`config.mk`:
```
export PLATFORM = sky130hd
export DESIGN_NAME = fetch_unit
export DESIGN_NICKNAME = d
export VERILOG_FILES = /design/src/rtl/fetch_unit_pkg.sv /design/src/rtl/fetch_fifo.sv /design/src/rtl/fetch_unit.sv
export SDC_FILE = /design/constraint.sdc
export NUM_CORES = 1
export LEC_CHECK = 0
export BUFFER_PORTS_ARGS = -buffer_cell sky130_fd_sc_hd__buf_2
export CORE_ASPECT_RATIO = 1.2
export CORE_MARGIN = 3
export CORE_UTILIZATION = 59
export CTS_CLUSTER_DIAMETER = 200
export CTS_CLUSTER_SIZE = 24
export DETAILED_ROUTE_END_ITERATION = 16
export PLACE_DENSITY = 0.91
export SLEW_MARGIN = 10
export SYNTH_ARGS = -nofsm -noshare
export SYNTH_HDL_FRONTEND = slang
export SYNTH_SLANG_ARGS = --single-unit
```
`constraint.sdc`:
```
create_clock -name clk -period 11.1 [get_ports clk]
set_clock_uncertainty 0.05 [all_clocks]
set_input_delay 0.555 -clock clk [delete_from_list [all_inputs] [get_ports clk]]
set_output_delay 0.555 -clock clk [all_outputs]
set_load 0.1 [all_outputs]
```
`src/rtl/fetch_unit_pkg.sv`:
```
// Shared types for the fetch unit: queue entry layout and the fetch mode enum.
// FETCH_MISALIGN_EN adds the misaligned flag to fetch_entry_t.
package fetch_unit_pkg;

  localparam int INSTR_BYTES = 4;
  localparam int FETCH_XLEN  = 32;
  localparam int FETCH_ILEN  = 32;

  typedef struct packed {
    logic [FETCH_XLEN-1:0] pc;
    logic [FETCH_ILEN-1:0] instr;
`ifdef FETCH_MISALIGN_EN
    logic                  misaligned;
`endif
  } fetch_entry_t;

  typedef enum logic [1:0] {
    FS_IDLE,
    FS_RUN,
    FS_HOLD
  } fetch_state_t;

endpackage

```
`src/rtl/fetch_fifo.sv`:
```
// DEPTH-entry queue of fetch_entry_t kept as a shift register so the head is
// always entry 0; flush takes priority over pop and may be combined with push.
module fetch_fifo
  import fetch_unit_pkg::*;
#(
  parameter int DEPTH = 4
) (
  input  logic                         clk,
  input  logic                         rst,
  input  logic                         i_flush,
  input  logic                         i_push,
  input  fetch_entry_t                 i_push_data,
  input  logic                         i_pop,
  output fetch_entry_t                 o_head,
  output logic                         o_empty,
  output logic [$clog2(DEPTH+1)-1:0]   o_count
);

  localparam int CW = $clog2(DEPTH + 1);
  localparam int AW = $clog2(DEPTH);

  fetch_entry_t   r_mem [DEPTH];
  logic [CW-1:0]  r_count;
  logic           w_pop;
  logic [AW-1:0]  w_wr_idx;

  assign w_pop    = i_pop && (r_count != '0);
  assign w_wr_idx = w_pop ? AW'(r_count - CW'(1)) : AW'(r_count);

  always_ff @(posedge clk or posedge rst) begin
    if (rst) begin
      r_count <= '0;
      for (int i = 0; i < DEPTH; i++) r_mem[i] <= '0;
    end else if (i_flush) begin
      r_count <= i_push ? CW'(1) : '0;
      if (i_push) r_mem[0] <= i_push_data;
    end else begin
      if (w_pop) begin
        for (int i = 0; i < DEPTH - 1; i++) r_mem[i] <= r_mem[i+1];
      end
      // a push lands after the shift, so push+pop on a full queue keeps count
      if (i_push) r_mem[w_wr_idx] <= i_push_data;
      r_count <= r_count + CW'(i_push) - CW'(w_pop);
    end
  end

  assign o_head  = r_mem[0];
  assign o_empty = (r_count == '0);
  assign o_count = r_count;

`ifdef FORMAL
  always_ff @(posedge clk) begin
    if (!rst && i_push && !i_flush && !w_pop) assert (r_count != CW'(DEPTH));
  end
`endif

endmodule

```
`src/rtl/fetch_unit.sv`:
```
// Sequential instruction fetch with a credit-limited request stream, an output
// queue and redirect flush. FETCH_MISALIGN_EN adds out_misaligned reporting.
//
// state   | meaning
// FS_IDLE | first cycle out of reset, no request issued
// FS_RUN  | sequential fetch
// FS_HOLD | misaligned redirect entry queued; requests suppressed until redirect
module fetch_unit
  import fetch_unit_pkg::*;
#(
  parameter int              XLEN     = FETCH_XLEN,
  parameter int              ILEN     = FETCH_ILEN,
  parameter int              DEPTH    = 4,
  parameter logic [XLEN-1:0] RESET_PC = '0
) (
  input  logic            clk,
  input  logic            reset,
  input  logic            redirect_valid,
  input  logic [XLEN-1:0] redirect_pc,
  output logic            imem_req_valid,
  input  logic            imem_req_ready,
  output logic [XLEN-1:0] imem_addr,
  input  logic            imem_resp_valid,
  input  logic [ILEN-1:0] imem_resp_data,
  output logic            out_valid,
  input  logic            out_ready,
  output logic [XLEN-1:0] out_pc,
  output logic [ILEN-1:0] out_instr
`ifdef FETCH_MISALIGN_EN
  ,
  output logic            out_misaligned
`endif
);

  localparam int CW = $clog2(DEPTH + 1);

  fetch_state_t    r_state, w_state_next;
  logic [XLEN-1:0] r_fetch_pc, r_resp_pc, w_redir_pc;
  logic [CW-1:0]   r_inflight, r_drop, w_inflight_next, w_count;
  logic [CW:0]     w_credit;
  logic            w_misaligned, w_req_fire, w_drop_hit, w_resp_push, w_push, w_empty;
  fetch_entry_t    w_push_data, w_head;

`ifdef FETCH_MISALIGN_EN
  assign w_redir_pc     = redirect_pc;
  assign w_misaligned   = |redirect_pc[1:0];
  assign out_misaligned = w_head.misaligned;
`else
  assign w_redir_pc     = redirect_pc & ~XLEN'(3);
  assign w_misaligned   = 1'b0;
`endif

  // drop <= inflight always holds, so the credit sum never underflows
  assign w_credit = {1'b0, w_count} + {1'b0, r_inflight} - {1'b0, r_drop};

  always_comb begin
    w_state_next   = r_state;
    imem_req_valid = 1'b0;
    if (redirect_valid) w_state_next = w_misaligned ? FS_HOLD : FS_RUN;
    else if (r_state == FS_IDLE) w_state_next = FS_RUN;
    if (r_state == FS_RUN && !redirect_valid && w_credit < (CW+1)'(DEPTH))
      imem_req_valid = 1'b1;
  end

  always_ff @(posedge clk or posedge reset) begin
    if (reset) r_state <= FS_IDLE;
    else       r_state <= w_state_next;
  end

  assign imem_addr       = r_fetch_pc;
  assign w_req_fire      = imem_req_valid && imem_req_ready;
  assign w_inflight_next = r_inflight + CW'(w_req_fire) - CW'(imem_resp_valid);
  assign w_drop_hit      = imem_resp_valid && (r_drop != '0);
  assign w_resp_push     = imem_resp_valid && !w_drop_hit && !redirect_valid;
  assign w_push          = redirect_valid ? w_misaligned : w_resp_push;

  always_comb begin
    w_push_data = '0;
    if (redirect_valid) begin
      w_push_data.pc = w_redir_pc;
`ifdef FETCH_MISALIGN_EN
      w_push_data.misaligned = 1'b1;
`endif
    end else begin
      w_push_data.pc    = r_resp_pc;
      w_push_data.instr = imem_resp_data;
    end
  end

  always_ff @(posedge clk or posedge reset) begin
    if (reset) begin
      r_fetch_pc <= RESET_PC;
      r_resp_pc  <= RESET_PC;
      r_inflight <= '0;
      r_drop     <= '0;
    end else begin
      r_inflight <= w_inflight_next;
      if (redirect_valid) begin
        r_fetch_pc <= w_redir_pc;
        r_resp_pc  <= w_redir_pc;
        r_drop     <= w_inflight_next;
      end else begin
        if (w_req_fire)  r_fetch_pc <= r_fetch_pc + XLEN'(INSTR_BYTES);
        if (w_resp_push) r_resp_pc  <= r_resp_pc + XLEN'(INSTR_BYTES);
        if (w_drop_hit)  r_drop     <= r_drop - CW'(1);
      end
    end
  end

  fetch_fifo #(.DEPTH(DEPTH)) u_fifo (
    .clk         (clk),
    .rst         (reset),
    .i_flush     (redirect_valid),
    .i_push      (w_push),
    .i_push_data (w_push_data),
    .i_pop       (out_ready),
    .o_head      (w_head),
    .o_empty     (w_empty),
    .o_count     (w_count)
  );

  assign out_valid = !w_empty;
  assign out_pc    = w_head.pc;
  assign out_instr = w_head.instr;

endmodule

```
==> qor.yml, run 1 <==
status:
  status: "complete, no violations"
worst_setup_path:
  critPathSlowestCell: "and3_1"
  worstPathMaxFanout: 23
  end_kind: "flop"
  worstPathRequired_ns: 11.49
  cp.arrival_ns: 4.92
  slowest_delay_ns: 0.70
  crit_chain: "inv_1, fa_1, ha_1, or3b_4, a211oi_1, and3_1, inv_4, ha_1, inv_1, ha_1, inv_1, fa_1, xnor2_1, nand2_1, o21ai_0"
  worstSetupStartpointType: "flop"
  critPathKind: "reg -> reg"
finish:
  seqCellArea_um2: 8130
  syn_to_final_growth_pct: 5.59
  drive_above_1_share_pct: 13.3
  nNetsFinal: 1855
  instances_no_fill: 2100
  multi_input_area_um2: 6530
  fillCellCount: 2015
synth:
  async_flop_share_pct: 100
  avgSynthCellArea_um2: 8.93
  synth_area_um2: 15700
  ys_types: 65
  synth-seq-cells: 325
  synth_ff_type: "dfrtp_1"
  synth_cells: 1762
  synth_top_area_share_pct: 51.7
  ys_top_cells_by_area: "dfrtp_1, nand2_1, a31oi_1"
  synth_edf_count: 0
  ys_seq_area_share_pct: 51.7
  synth_area_leader_cell: "dfrtp_1"
  yosysWarnings: 0
sta:
  maxSlewHeadroom_pct: 26.6
  rsz0062_at_grt: "false"
  setup_viol_count_final: 0
  fmax_mhz: 221
  timing.final.crit_share_pct: 40.8
  timing.setup.tns_ns: 0
  slew_violations: 0
  finalHoldViolations: 0
  worst-slew-pin-transition_ns: 1.10
  period_needed_ns: 4.53
drt:
  ant_nets: 0
  drt_iter0_markers: 1217
  wl_mm: 38.6
  drc: 0
  routedWlPerCell_um: 18.4
  vias: 13001
  viasPerCell: 6.19
  detailedRoute.firstPassIterationCount: 6
clock_network:
  cts_tree: "yes"
  clkTransAtPathRegs_ns: 0.10
  clk_path_buf_depth: 3
  clockRootBuffer: "clkbuf_16"
  cts_resized: 0
  holdBufCountCts: 0
  postCtsSetupRepairBufs: 0
  cts.sinks: 325
  cts_buffers: 17
  clock_latency_ns: 0.51
  cts.htree.levels: 1
global_routing:
  grt_pass1_vias: 12583
  gr-total-overflow: 0
  antenna_found_initial: 2
  grt_pass1_wl_mm: 63.3
  track_usage_pct: 26.6
  grt_max_degree: 178
floorplan:
  die_x_um: 155
  die-area_um2: 28700
  die_h_um: 185
  coreArea_um2: 25900
  start_util_pct: 60.8
  ios: 168
  row_count: 64
place:
  gp_congestion: 0.917
  dp_hpwl_mm: 24.2
  place_inst: 2080
  io_buffers: 163
power:
  internal_power_mw: 2.39
  p_leak_nw: 7.69
  p_per_area_nw_per_um2: 280
  switching_share_pct: 48.7
  pwr-share-clk_pct: 14.2
  power_frac_seq_pct: 40.2
  max-vdd-ir-drop_v: 0.000169
  share_comb_of_total_power_pct: 45.6
  p_sw_mw: 2.26
run:
  cap_viol_max_count: 0
hold_path:
  hold_class: "in -> async"
## sequential cells by signal (all words and copies together) (netlist names)
| name | count |
|---|---|
| r_resp_pc | 30 |
| imem_addr | 30 |
| r_drop | 3 |
| r_inflight | 3 |
| r_state | 1 |
| u_fifo.r_mem | 191 |
| u_fifo.o_count | 3 |
| u_fifo.o_head | 64 |
## critical path, delay by kind of cell (launching register included)
family,cells,cell delay [ns]
DFF,1,0.42
adders and majority gates,5,1.69
AOI/OAI and AO/OA,2,0.40
buffers and inverters,4,0.47
xor gates and xnor gates,1,0.22
and+or+nand+nor,3,1.21
## kinds of logic (layout without fill, tap and decap cells)
group	Yosys count	in the layout	share of synthesized area, %
buffers and inverters	228	233	7.31
other	2	5	0.0478
xor gates and xnor gates	31	31	1.73
muxes	29	29	2.00
AOI/OAI and AO/OA	362	362	15.4
DFF	325	325	51.7
adders and majority gates	16	16	1.46
and+or+nand+nor	769	769	20.3
## power by group through the flow
stage	registers, mW	clock network (mW)	logic, mW
after floorplan	1.94	0	1.79
after global placement	1.86	0	2.06
after detailed placement	1.89	0	2.12
after CTS	1.86	0.668	2.13
after global routing	1.92	0.709	2.28
final	1.87	0.659	2.12
## metrics by stage
stage          utilization, %  setup slack, ns  total power, mW  hold slack [ns]  instance area, um2
2_1_floorplan               -             1.50             3.73            0.400               15700
3_3_place_gp             62.5             6.67             3.92            0.411               16200
3_5_place_dp             62.5             6.61             4.01            0.420               16200
4_1_cts                  64.2             6.58             4.66            0.215               16600
5_1_grt                  64.2             6.32             4.91            0.224               16600
6_report                 64.2             6.57             4.65            0.214               16600
## metal layers
layer  vias up  GRT usage, %  wire (um)
met5         -             0          0
met4         0          9.58       1260
met3        91          3.58       3050
met2       612          43.9      18300
met1      6320          36.4      15900
li1       5978             -          -
## Yosys cell counts, types with 21 or more instances
library cell  count
buf_4            66
clkbuf_1         99
xnor2_1          23
a32oi_1          32
o22ai_1          21
nand3_1          34
dfrtp_1         325
o21ai_0          75
a31oi_1         127
a21oi_1          22
nor2_1          182
nand2_1         458
inv_1            35
## area by class of cell
type,count,share of cell area [%]
diodes,2,0.0301
clock buffers,17,2.56
clock inverters,1,0.0980
inverters,38,0.919
multi-input cells,1210,39.3
flip-flops and latches,325,49.0
well taps,330,2.49
repair buffers,177,5.62
## cells in the final DEF, fill, tap and decap left out, types with 13 or more instances in the layout
cell	count
nand2_1	458
dfrtp_1	325
nor2_1	182
buf_2	163
a31oi_1	126
o21ai_0	74
inv_1	34
nand3_1	33
a32oi_1	32
xnor2_1	23
a21oi_1	22
o22ai_1	21
mux2_2	20
nor3_1	18
nand4_1	17
clkbuf_16	17
o211ai_1	13
buf_4	13
## path summary, 6_finish.rpt
kind / start / end / slack (ns) / cells past startpoint
worst min-delay path: reset / u_fifo.r_mem[1]$_DFFE_PP0P_ / 0.21 / 2
worst min register to register: u_fifo.r_mem[29]$_DFFE_PP0P_ / u_fifo.r_mem[29]$_DFFE_PP0P_ / 0.44 / 2
min in group clk: imem_resp_data[0] / u_fifo.o_head[0]$_DFFE_PP0P_ / 0.23 / 3
max in group asynchronous: reset / u_fifo.o_head[12]$_DFFE_PP0P_ / 9.23 / 3
worst max register to register: r_drop[2]$_DFFE_PP0P_ / r_drop[2]$_DFFE_PP0P_ / 6.57 / 15
worst max-delay path: r_drop[2]$_DFFE_PP0P_ / r_drop[2]$_DFFE_PP0P_ / 6.57 / 15
Note: power is estimated with default switching activity, not from simulation.
==> run 2: changes to the inputs <==
--- a/config.mk
+++ b/config.mk
@@ -5,14 +5,15 @@
 export SDC_FILE = /design/constraint.sdc
 export NUM_CORES = 1
 export LEC_CHECK = 0
+export ABC_AREA = 1
 export BUFFER_PORTS_ARGS = -buffer_cell sky130_fd_sc_hd__buf_2
 export CORE_ASPECT_RATIO = 1.2
 export CORE_MARGIN = 3
-export CORE_UTILIZATION = 59
+export CORE_UTILIZATION = 60
 export CTS_CLUSTER_DIAMETER = 200
 export CTS_CLUSTER_SIZE = 24
 export DETAILED_ROUTE_END_ITERATION = 16
-export PLACE_DENSITY = 0.91
+export PLACE_DENSITY = 0.92
 export SLEW_MARGIN = 10
 export SYNTH_ARGS = -nofsm -noshare
 export SYNTH_HDL_FRONTEND = slang
==> constraint.sdc (replaced) <==
create_clock -name clk -period 4.25 [get_ports clk]
set_clock_uncertainty 0.05 [all_clocks]
set_input_delay 0.2125 -clock clk [delete_from_list [all_inputs] [get_ports clk]]
set_output_delay 0.2125 -clock clk [all_outputs]
set_load 0.1 [all_outputs]
==> qor.yml, run 2 <==
status:
  status: "complete, no violations"
synth:
  synth_common_cells: "nand2_1, dfrtp_1, nor2_1"
  avgSynthCellArea_um2: 7.22
  synth_ff_type: "dfrtp_1"
  async_flop_share_pct: 100
  synth_edf_count: 0
  synth_area_um2: 17800
  ys_seq_area_share_pct: 45.6
  synth.most_common_cell: "nand2_1"
  synth_cells: 2471
  yosysWarnings: 0
  synth_top_area_share_pct: 45.6
  ys_top_cells_by_area: "dfrtp_1, nand2_1, nand3_1"
  synth_area_leader_cell: "dfrtp_1"
  synth-seq-cells: 325
  ys_types: 41
worst_setup_path:
  worstSetupStartpointType: "flop"
  slowest_delay_ns: 0.93
  worstPathRequired_ns: 4.62
  worstPathMaxFanout: 98
  reg2reg_from: "u_fifo.o_count[1]$_DFF_PP0_"
  r2r.worst_path.cells: 10
  r2r-end: "u_fifo.r_mem[142]$_DFFE_PP0N_"
  end_kind: "flop"
  crit_chain: "inv_1, ha_1, nand2_2, nand2_4, buf_4, buf_4, nor3_1, nand2_1, o21ai_0, nor2_1"
  cp.arrival_ns: 3.94
  critPathSlowestCell: "buf_4"
  critPathKind: "reg -> reg"
  reg2reg_slack_ns: 0.68
  path_common_cell: "buf_4"
clock_network:
  postCtsSetupRepairBufs: 0
  cts_buffers: 17
  clkTransAtPathRegs_ns: 0.10
  cts.htree.levels: 1
  cts_tree: "yes"
  cts_resized: 0
  clockRootBuffer: "clkbuf_16"
  clock_latency_ns: 0.52
  clk_path_buf_depth: 3
  cts.sinks: 325
  holdBufCountCts: 58
drt:
  routedWlPerCell_um: 16.9
  ant_nets: 0
  vias: 17040
  wl_mm: 49.2
  drc: 0
  viasPerCell: 5.86
  detailedRoute.firstPassIterationCount: 7
  drt_iter0_markers: 1934
finish:
  post-route-util_pct: 66.2
  layout_common_cells: "nand2_1, dfrtp_1, nor2_1"
  drive_above_1_share_pct: 9.20
  diodes: 0
  final_common_cell: "nand2_1"
  nNetsFinal: 2610
  largest_register: "u_fifo.r_mem"
  syn_to_final_growth_pct: 7.78
  largest_reg_flops: 191
  fillCellCount: 2345
global_routing:
  antenna_found_initial: 0
  grt_max_degree: 131
  grt_pass1_vias: 16580
  gr-total-overflow: 0
  track_usage_pct: 30.4
  grt_pass1_wl_mm: 80.5
sta:
  rsz0062_at_grt: "false"
  worst-slew-pin-transition_ns: 1.11
  timing.final.crit_share_pct: 83.9
  period_needed_ns: 3.57
  slew_violations: 0
  timing.setup.tns_ns: 0
  maxSlewHeadroom_pct: 26.3
  fmax_mhz: 280
  finalHoldViolations: 0
  setup_viol_count_final: 0
power:
  p_per_area_nw_per_um2: 757
  p_sw_mw: 7.61
  p_leak_nw: 9.41
  max-vdd-ir-drop_v: 0.000609
  internal_power_mw: 6.94
  share_comb_of_total_power_pct: 50.9
  power_frac_seq_pct: 37.2
  pwr-share-clk_pct: 11.9
  switching_share_pct: 52.3
floorplan:
  die-area_um2: 31800
  start_util_pct: 61.4
  coreArea_um2: 29000
  die_h_um: 195
  row_count: 68
  die_x_um: 163
  ios: 168
place:
  dp_hpwl_mm: 30.2
  gp_congestion: 0.903
  io_buffers: 163
hold_path:
  hold_class: "in -> reg"
  holdCritStartpoint: "redirect_pc[3]"
  hold_path_end: "r_resp_pc[3]$_DFFE_PP0N_"
  hold_depth: 3
run:
  cap_viol_max_count: 0
## run 2: metal layers
metal | up-vias | wire, um | part of all wire, % | GRT usage, %
met5 | - | 0 | 0 | 0
met4 | 0 | 1600 | 3.2 | 11.3
met3 | 142 | 3890 | 7.9 | 3.84
met2 | 835 | 24500 | 50 | 52.9
met1 | 8105 | 19200 | 39 | 38.8
li1 | 7958 | - | - | -
## run 2: area by class of cell
cell class	count	area (um2)	area share, %
clock buffer	17	425	2.21
clock inverter	1	16.3	0.0847
inverter	103	393	2.04
multi-input combinational	1831	8110	42.2
sequential	325	8130	42.3
tap	385	482	2.51
timing repair buffer	246	1650	8.60
## run 2: cell families (layout without fill, tap and decap cells)
group / Yosys count / after routing / synth area share [%]
other: 2 / 3 / 0.0421
and+or+nand+nor: 1586 / 1586 / 37.2
DFF: 325 / 325 / 45.6
AOI/OAI and AO/OA: 214 / 214 / 6.20
buffers and inverters: 316 / 367 / 9.05
xor gates and xnor gates: 12 / 12 / 0.590
adders and majority gates: 16 / 16 / 1.29
## run 2: critical path, delay by kind of cell (launching register included)
family	cells	cell delay, ns
AO/OA/AOI/OAI	1	0.15
adder cells (fa/ha/maj)	1	0.28
buffers and inverters	3	1.83
flip-flops	1	0.42
AND/OR/NAND/NOR	5	0.59
## run 2: metrics by stage
step | cells | worst slack [ns] | hold slack [ns] | area (um2) | power [mW]
after floorplan | 2472 | -0.349 | 0.295 | 17800 | 11.7
after global placement | 2832 | 0.918 | 0.333 | 18200 | 12.4
after detailed placement | 2832 | 0.842 | 0.350 | 18200 | 12.7
after CTS | 2908 | 0.773 | 0.0381 | 19200 | 14.5
after global routing | 2908 | 0.540 | 0.0555 | 19200 | 15.5
final | 2908 | 0.684 | 0.0458 | 19200 | 14.5
## run 2: worst max-delay path by stage
stage	from	to	slack (ns)
after floorplan	reset	imem_addr[10]$_DFFE_PP0N_	-0.35
after global placement	r_inflight[1]$_DFF_PP0_	r_drop[2]$_DFFE_PP0P_	0.92
after detailed placement	r_inflight[1]$_DFF_PP0_	r_drop[2]$_DFFE_PP0P_	0.84
after CTS	u_fifo.o_count[1]$_DFF_PP0_	u_fifo.r_mem[142]$_DFFE_PP0N_	0.77
after global routing	u_fifo.o_count[1]$_DFF_PP0_	r_drop[2]$_DFFE_PP0P_	0.54
final	u_fifo.o_count[1]$_DFF_PP0_	u_fifo.r_mem[142]$_DFFE_PP0N_	0.68
## run 2: power groups by stage
| stage | Sequential (mW) | Clock (mW) | Combinational (mW) |
|---|---|---|---|
| floorplan | 5.82 | 0 | 5.85 |
| global placement | 5.33 | 0 | 7.09 |
| detailed placement | 5.42 | 0 | 7.31 |
| CTS | 5.36 | 1.76 | 7.39 |
| global route | 5.56 | 1.86 | 8.06 |
| finish | 5.41 | 1.73 | 7.41 |
==> run 3: changes to the inputs <==
--- a/config.mk
+++ b/config.mk
@@ -5,15 +5,15 @@
 export SDC_FILE = /design/constraint.sdc
 export NUM_CORES = 1
 export LEC_CHECK = 0
-export ABC_AREA = 1
+export ABC_AREA = 0
 export BUFFER_PORTS_ARGS = -buffer_cell sky130_fd_sc_hd__buf_2
 export CORE_ASPECT_RATIO = 1.2
 export CORE_MARGIN = 3
-export CORE_UTILIZATION = 60
+export CORE_UTILIZATION = 53
 export CTS_CLUSTER_DIAMETER = 200
 export CTS_CLUSTER_SIZE = 24
 export DETAILED_ROUTE_END_ITERATION = 16
-export PLACE_DENSITY = 0.92
+export PLACE_DENSITY = 0.87
 export SLEW_MARGIN = 10
 export SYNTH_ARGS = -nofsm -noshare
 export SYNTH_HDL_FRONTEND = slang
==> constraint.sdc (replaced) <==
create_clock -name clk -period 3.26 [get_ports clk]
set_clock_uncertainty 0.05 [all_clocks]
set_input_delay 0.163 -clock clk [delete_from_list [all_inputs] [get_ports clk]]
set_output_delay 0.163 -clock clk [all_outputs]
set_load 0.1 [all_outputs]
==> qor.yml, run 3 (synthesis results as in run 1) <==
drt:
  viasPerCell: 5.96
  drt_iter0_markers: 1582
  ant_nets: 0
  routedWlPerCell_um: 18.5
  vias: 13440
  wl_mm: 41.7
  drc: 0
  detailedRoute.firstPassIterationCount: 8
floorplan:
  die-area_um2: 31800
  row_count: 68
  start_util_pct: 54.2
  die_h_um: 195
  die_x_um: 163
  coreArea_um2: 29000
  ios: 168
sta:
  maxSlewHeadroom_pct: 36.4
  hold_ws_ns: 0.0424
  fmax_mhz: 297
  worst-slew-pin-transition_ns: 0.951
  setup_ws_ns: -0.103
  timing.final.crit_share_pct: 103
  rsz0062_at_grt: "true"
  slew_violations: 0
  setup_viol_count_final: 2
  timing.setup.tns_ns: -0.165
  finalHoldViolations: 0
  period_needed_ns: 3.36
clock_network:
  clkTransAtPathRegs_ns: 0.10
  clk_path_buf_depth: 3
  cts.htree.levels: 1
  cts_buffers: 17
  cts.sinks: 325
  clock_latency_ns: 0.51
  cts_tree: "yes"
  clockRootBuffer: "clkbuf_16"
hold_path:
  hold_class: "in -> reg"
global_routing:
  grt_max_degree: 132
  gr-total-overflow: 0
  antenna_found_initial: 1
  track_usage_pct: 25.4
  grt_pass1_wl_mm: 67.1
  grt_pass1_vias: 13080
finish:
  final_common_cell: "nand2_1"
  largest_reg_flops: 191
  layout_common_cells: "nand2_1, dfrtp_1, nor2_1"
  drive_above_1_share_pct: 15.4
  post-route-util_pct: 61.4
  syn_to_final_growth_pct: 13.2
  largest_register: "u_fifo.r_mem"
  nNetsFinal: 1957
power:
  max-vdd-ir-drop_v: 0.000636
  p_leak_nw: 8.19
  total_power_mw: 16.6
  p_per_area_nw_per_um2: 934
worst_setup_path:
  worstPathMaxFanout: 2
  cp.arrival_ns: 3.69
  critPathKind: "reg -> reg"
  crit_chain: "fa_1, ha_1, or3b_4, a211oi_2, and3_4, inv_4, ha_4, inv_2, ha_4, inv_2, fa_2, xnor2_2, nand2_1, o21ai_1"
  critPathSlowestCell: "fa_1"
  end_kind: "flop"
  worstSetupStartpointType: "flop"
  slowest_delay_ns: 0.49
  worstPathRequired_ns: 3.59
place:
  io_buffers: 163
  place_ws_ns: -0.114
  gp_congestion: 0.934
  dp_hpwl_mm: 26.1
run:
  cap_viol_max_count: 0
status:
  violations: "setup timing"
  status: "finished, violations left"
-- run 3: cell types whose count changed in the layout (fill, tap and decap cells not counted), sizes merged, moves of 20 or more --
cell,delta
nor2,-141
nor3,-110
a31oi,+127
a32oi,+32
buf,+28
nand3,-224
inv,-65
mux2,+20
nand2,-369
o21ai,-106
-- run 3: through the flow --
stage	area (um2)	cells
final	17800	2256
after detailed placement	16600	2169
after CTS	17700	2251
after global placement	16600	2169
after floorplan	15800	1763
after global routing	17800	2256
-- run 3: power breakdown --
part	internal [mW]	switching (mW)	leakage (nW)	total [mW]
clock network	0.951	1.29	0.216	2.24
registers	5.44	0.948	4.24	6.39
logic	2.17	5.83	3.73	8.00
-- run 3: final cells by class --
| type | count | area [um2] |
|---|---|---|
| tap | 385 | 482 |
| antenna | 1 | 2.50 |
| inverter | 38 | 150 |
| timing repair buffer | 278 | 1970 |
| clock buffer | 17 | 425 |
| multi-input combinational | 1211 | 6620 |
| sequential | 325 | 8130 |
| fill | 2309 | 11200 |
| clock inverter | 1 | 16.3 |
-- run 3: path summary, 6_finish.rpt --
| kind | to | slack (ns) | startpoint | cells past startpoint |
|---|---|---|---|---|
| worst max-delay path | r_drop[2]$_DFFE_PP0P_ | -0.10 | u_fifo.o_count[2]$_DFF_PP0_ | 14 |
| worst min-delay path | u_fifo.r_mem[39]$_DFFE_PP0P_ | 0.04 | redirect_pc[7] | 3 |
| worst max register to register | r_drop[2]$_DFFE_PP0P_ | -0.10 | u_fifo.o_count[2]$_DFF_PP0_ | 14 |
| worst min register to register | u_fifo.r_mem[10]$_DFFE_PP0P_ | 0.44 | u_fifo.r_mem[10]$_DFFE_PP0P_ | 2 |
| max in group asynchronous | imem_addr[10]$_DFFE_PP0N_ | 2.06 | reset | 4 |
| min in group asynchronous | u_fifo.r_mem[72]$_DFFE_PP0N_ | 0.12 | reset | 3 |
-- run 3: timing repair --
| item | in CTS | in global routing |
|---|---|---|
| buffers inserted | 2 | 4 |
| gates resized for setup | 2 | 9 |
| endpoints found under the setup margin | 4 | 15 |
| hold buffers | 62 | 0 |
| pin swaps | 0 | 8 |
| cloned | 0 | 1 |
| endpoints found under the hold margin | 340 | 0 |
-- run 3: critical path: cells and delay by family, from the launching register on --
family | cells | cell delay [ns]
compound gates | 2 | 0.32
simple gates | 3 | 0.69
flops | 1 | 0.42
buf+inv | 3 | 0.13
fa+ha+maj | 5 | 1.47
xor+xnor | 1 | 0.15
-- run 3: routing by layer --
layer,global-route usage (%),part of all wire [%]
met2,42.6,49
met1,34.4,41
met3,3.15,7.0
met4,8.21,2.7
met5,0,0
